<file path="config.mk">
export PLATFORM = sky130hd
export DESIGN_NAME = cam_soc_sysid_read_master
export DESIGN_NICKNAME = d
export VERILOG_FILES = /design/src/rtl/cam_soc_sysid_pkg.sv /design/src/rtl/cam_soc_sysid_read_master.sv
export SDC_FILE = /design/constraint.sdc
export NUM_CORES = 1
export LEC_CHECK = 0
export BUFFER_PORTS_ARGS = -buffer_cell sky130_fd_sc_hd__buf_2
export CAP_MARGIN = 25
export CORE_ASPECT_RATIO = 1.25
export CORE_MARGIN = 2
export CORE_UTILIZATION = 32
export CTS_BUF_LIST = sky130_fd_sc_hd__clkbuf_4 sky130_fd_sc_hd__clkbuf_8 sky130_fd_sc_hd__clkbuf_16
export DETAILED_ROUTE_END_ITERATION = 7
export RECOVER_POWER = 100
export SYNTH_ARGS = -nofsm -noshare
export SYNTH_HDL_FRONTEND = slang
export SYNTH_SLANG_ARGS = --single-unit
</file>
<file path="constraint.sdc">
create_clock -name clock -period 1.8 [get_ports clock]
set_input_delay 0.09 -clock clock [delete_from_list [all_inputs] [get_ports clock]]
set_output_delay 0.09 -clock clock [all_outputs]
set_load 0.02 [all_outputs]
</file>
<file path="src/rtl/cam_soc_sysid_pkg.sv">
// Shared types and constants for the system-ID checker and its Avalon read master.
package cam_soc_sysid_pkg;

  localparam int unsigned DATA_W  = 32;
  localparam int unsigned ERR_W   = 2;
  localparam int unsigned STALL_W = 8;
  localparam int unsigned RETRY_W = 3;

  typedef enum logic [2:0] {
    ST_IDLE,
    ST_RD_ID,
    ST_RD_TS,
    ST_EVAL,
    ST_FINISH
  } sysid_state_e;

  typedef enum logic [1:0] {
    RM_IDLE,
    RM_READ,
    RM_DROP
  } rm_state_e;

  localparam logic [ERR_W-1:0] ERR_NONE    = ERR_W'(0);
  localparam logic [ERR_W-1:0] ERR_ID      = ERR_W'(1);
  localparam logic [ERR_W-1:0] ERR_TS      = ERR_W'(2);
  localparam logic [ERR_W-1:0] ERR_TIMEOUT = ERR_W'(3);

  localparam logic SYSID_ADDR_ID = 1'b0;
  localparam logic SYSID_ADDR_TS = 1'b1;

  typedef struct packed {
    logic             pass;
    logic [ERR_W-1:0] err_code;
  } sysid_result_t;

  // ID mismatch outranks timestamp mismatch.
  function automatic sysid_result_t sysid_eval(input logic [DATA_W-1:0] id,
                                               input logic [DATA_W-1:0] ts,
                                               input logic [DATA_W-1:0] exp_id,
                                               input logic [DATA_W-1:0] exp_ts,
                                               input logic              check_ts);
    sysid_result_t r;
    r.pass     = 1'b0;
    r.err_code = ERR_NONE;
    if (id != exp_id) begin
      r.err_code = ERR_ID;
    end else if (check_ts && (ts != exp_ts)) begin
      r.err_code = ERR_TS;
    end else begin
      r.pass = 1'b1;
    end
    return r;
  endfunction

endpackage

</file>
<file path="src/rtl/cam_soc_sysid_read_master.sv">
// Single Avalon-MM read with waitrequest stall counter, timeout and bounded re-issue.
// After an accepted read, done_o pulses in the following cycle while avm_read_o is low.
module cam_soc_sysid_read_master
  import cam_soc_sysid_pkg::*;
#(
  parameter int unsigned TIMEOUT_CYCLES = 16,
  parameter int unsigned MAX_RETRIES    = 2
) (
  input  logic clock,
  input  logic reset_n,
  input  logic go_i,
  input  logic addr_i,
  input  logic avm_waitrequest_i,
  output logic avm_read_o,
  output logic avm_address_o,
  output logic done_o,
  output logic accept_c_o,
  output logic fail_c_o
);

  localparam logic [STALL_W-1:0] STALL_LAST = STALL_W'(TIMEOUT_CYCLES - 1);
  localparam logic [RETRY_W-1:0] RETRY_MAX  = RETRY_W'(MAX_RETRIES);

  rm_state_e            state_q, state_d;
  logic                 read_q, read_d;
  logic                 addr_q, addr_d;
  logic                 done_q, done_d;
  logic [STALL_W-1:0]   stall_q, stall_d;
  logic [RETRY_W-1:0]   retry_q, retry_d;
  logic                 timeout_c;

  assign accept_c_o = read_q & ~avm_waitrequest_i;
  assign timeout_c  = read_q & avm_waitrequest_i & (stall_q == STALL_LAST);
  assign fail_c_o   = timeout_c & (retry_q >= RETRY_MAX);

  assign avm_read_o    = read_q;
  assign avm_address_o = addr_q;
  assign done_o        = done_q;

  always_ff @(posedge clock or negedge reset_n) begin
    if (!reset_n) begin
      state_q <= RM_IDLE;
      read_q  <= 1'b0;
      addr_q  <= 1'b0;
      done_q  <= 1'b0;
      stall_q <= '0;
      retry_q <= '0;
    end else begin
      state_q <= state_d;
      read_q  <= read_d;
      addr_q  <= addr_d;
      done_q  <= done_d;
      stall_q <= stall_d;
      retry_q <= retry_d;
    end
  end

  always_comb begin
    state_d = state_q;
    read_d  = read_q;
    addr_d  = addr_q;
    done_d  = 1'b0;
    stall_d = stall_q;
    retry_d = retry_q;
    case (state_q)
      RM_IDLE: begin
        if (go_i) begin
          state_d = RM_READ;
          read_d  = 1'b1;
          addr_d  = addr_i;
          stall_d = '0;
          retry_d = '0;
        end
      end
      RM_READ: begin
        if (accept_c_o) begin
          state_d = RM_IDLE;
          read_d  = 1'b0;
          done_d  = 1'b1;
          stall_d = '0;
        end else if (timeout_c) begin
          read_d  = 1'b0;
          stall_d = '0;
          if (fail_c_o) begin
            state_d = RM_IDLE;
          end else begin
            state_d = RM_DROP;
            retry_d = retry_q + RETRY_W'(1);
          end
        end else begin
          stall_d = stall_q + STALL_W'(1);
        end
      end
      RM_DROP: begin
        // One idle cycle has elapsed; re-issue the same address.
        state_d = RM_READ;
        read_d  = 1'b1;
      end
      default: begin
        state_d = RM_IDLE;
        read_d  = 1'b0;
      end
    endcase
  end

endmodule

</file>
==> impl_metrics.json <==
{
  "status": "completed",
  "synth_top_flop_cell": "dfrtp_1",
  "grt_util_all_layers_pct": 11.8,
  "period_minus_slack_ns": 1.67,
  "worstPathCellList": "ha_2, and3_1, nand4_1, nor2_1, buf_2",
  "grt_pass1_vias": 635,
  "power.share.clock_pct": 17.9,
  "layoutNonFillerInstCount": 127,
  "yosys.cell_types.count": 26,
  "finClkSkew_ns": 0.00552,
  "power_uw": 1010,
  "die_width_um": 49.0,
  "die_y_um": 60.3,
  "arrival_ns": 1.58,
  "synth.most_common_cell": "dfrtp_1",
  "vdd_drop_max_uv": 716,
  "grt_pass1_wl_um": 2580,
  "drv_cap": 0,
  "clk_pin_slew_ns": 0.09,
  "avgSynthCellArea_um2": 10.3,
  "clk_latency_ns": 0.28,
  "syn_to_final_growth_pct": 14.8,
  "clk_path_buf_depth": 2,
  "crit_type": "flip-flop to output port",
  "end_kind": "output port",
  "cts_buffers": 3,
  "critPathLaunchType": "flip-flop",
  "fin_tns_setup_ns": 0,
  "start_util_pct": 33.4,
  "n_antenna_cell": 0,
  "worstPathRequired_ns": 1.71,
  "slew_headroom_pct": 44.0,
  "power.leakage_uw": 0.000407,
  "synth_top_family_by_area": "simple AND/OR/NAND/NOR gates",
  "path_buf_inv": 1,
  "syn-num-nets": 87,
  "root_buffer": "clkbuf_4",
  "port_buffers": 9,
  "fin_ws_ns": 0.128,
  "drive_gt1_share_pct": 18.1,
  "nets": 104,
  "setup_viol": 0,
  "power_switching_share_pct": 37.6,
  "synth_xor_area_share_pct": 5.40,
  "synth_edf_count": 0,
  "cts_tree": "yes",
  "synth_top_area_cell": "dfrtp_1",
  "routed_wl_um": 1410,
  "io_pins": 10,
  "clock-sinks": 16,
  "p_switching_uw": 380,
  "crit_family": "simple AND/OR/NAND/NOR gates",
  "dp_cells": 121,
  "synth-seq-cells": 16,
  "die-area_um2": 2950,
  "viasPerCell": 4.75,
  "final_hold_viol_count": 0,
  "yosys.area_share.simple_pct": 26.5,
  "finalInstanceArea_um2": 931,
  "seqPwrFrac_pct": 48.1,
  "ant_nets": 0,
  "slew_violations": 0,
  "pwr-share-comb_pct": 34.0,
  "critPathSlowestCell": "dfrtp_1",
  "grt_remaining_overflow": 0,
  "grt_max_degree": 17,
  "syn_inst": 79,
  "async_reset_ff_share_pct": 100,
  "worst_pin_slew_ns": 0.840,
  "power_density_nw_per_um2": 1090,
  "synth_compound_area_share_pct": 10.3,
  "syn_area_um2": 811,
  "timing.final.crit_share_pct": 92.9,
  "synth_area_leaders": "dfrtp_1 49%, xnor2_1 5.4%, ha_1 4.6%",
  "drtPass1Iterations": 4,
  "htree_levels": 1,
  "synth_common_cells": "16 x dfrtp_1, 10 x nor2_1, 9 x nand2_1",
  "synth_fa_ha_area_share_pct": 4.63,
  "dpl_worst_slack_ns": 0.277,
  "p_int_uw": 632,
  "crit_fanout": 4,
  "yosysSeqAreaShare_pct": 49.4,
  "ys.warnings.count": 0,
  "wl_per_cell_um": 11.1,
  "hpwl_um": 1090,
  "first_iter_violations": 8,
  "grt_setup_unrepaired": "false",
  "num_rows": 20,
  "place_area_um2": 897,
  "slowest_delay_ns": 0.39,
  "antenna_found_initial": 0,
  "max_freq_mhz": 598,
  "core_um2": 2430,
  "min_path_type": "input port to flip-flop",
  "place.gp.congestion": 0.815,
  "synth_mux_area_share_pct": 1.39,
  "vias": 603,
  "drc": 0,
  "synth.top_cell.area_share_pct": 49.4
}
through the flow:
| stage | hold WS, ns | utilization (%) |
|---|---|---|
| floorplan | -0.206 | - |
| global placement | 0.0188 | 37.0 |
| detailed placement | 0.0241 | 37.0 |
| CTS | 0.0111 | 38.3 |
| global route | 0.0150 | 38.4 |
| finish | 0.0185 | 38.4 |
timing repair:
action                     in CTS  in global routing
hold endpoints to repair       16                  0
setup endpoints to repair       0                  1
gates resized for setup         0                  1
buffers inserted                0                  2
hold buffers                    1                  0
cell type report:
| class | instances | area, um2 |
|---|---|---|
| tap | 33 | 41.3 |
| inverter | 5 | 18.8 |
| multi-input combinational | 58 | 383 |
| fill | 262 | 1500 |
| sequential | 16 | 400 |
| clock buffer | 3 | 22.5 |
| timing repair buffer | 12 | 65.1 |
cell families after synthesis:
family,Yosys count
simple gates,37
flops,16
compound gates,12
xor+xnor,5
buf+inv,5
fa+ha+maj,3
mux,1
cell usage in the layout (no fill, tap or decap), types with 2 or more instances in the layout:
cell / n
and4_1: 2
inv_1: 5
nor3_1: 4
buf_4: 2
nand3_1: 3
nor2_1: 10
nand2_1: 9
o21ai_0: 3
buf_2: 5
clkbuf_1: 4
xnor2_1: 5
o21ai_1: 3
ha_1: 2
dfrtp_1: 16
nor4_2: 2
nand2b_1: 2
clkbuf_4: 3
state kept, by name, summed over array words and instances, names as in the netlist:
| register | flops |
|---|---|
| done_o | 1 |
| retry_q | 3 |
| state_q | 2 |
| stall_q | 8 |
| avm_address_o | 1 |
| avm_read_o | 1 |
path summary, 6_finish.rpt:
| path | start | endpoint | slack [ns] | cells after the start |
|---|---|---|---|---|
| setup reg to reg | state_q[0] | stall_q[5] | 0.25 | 4 |
| min in group asynchronous | reset_n | state_q[0] | 0.42 | 2 |
| hold / removal | avm_waitrequest_i | done_o | 0.02 | 2 |
| max in group asynchronous | reset_n | stall_q[7] | 0.86 | 2 |
| hold reg to reg | avm_address_o | avm_address_o | 0.53 | 1 |
| setup / recovery | stall_q[0] | fail_c_o | 0.13 | 5 |
power by group through the flow:
stage | logic [uW] | registers (uW) | clock network, uW
global route | 392 | 500 | 205
floorplan | 215 | 522 | 0
detailed placement | 345 | 497 | 0
CTS | 348 | 490 | 196
global placement | 345 | 494 | 0
finish | 344 | 487 | 182
routing by layer:
layer | routed length (um) | share of wire, % | up-vias | GRT usage, %
met5 | 0 | 0 | - | 0
met4 | 27 | 1.9 | 0 | 8.57
met3 | 23 | 1.6 | 4 | 1.75
met2 | 736 | 52 | 6 | 20.9
met1 | 620 | 44 | 287 | 13.0
li1 | - | - | 306 | -
Power figures use the tool's default switching activity.
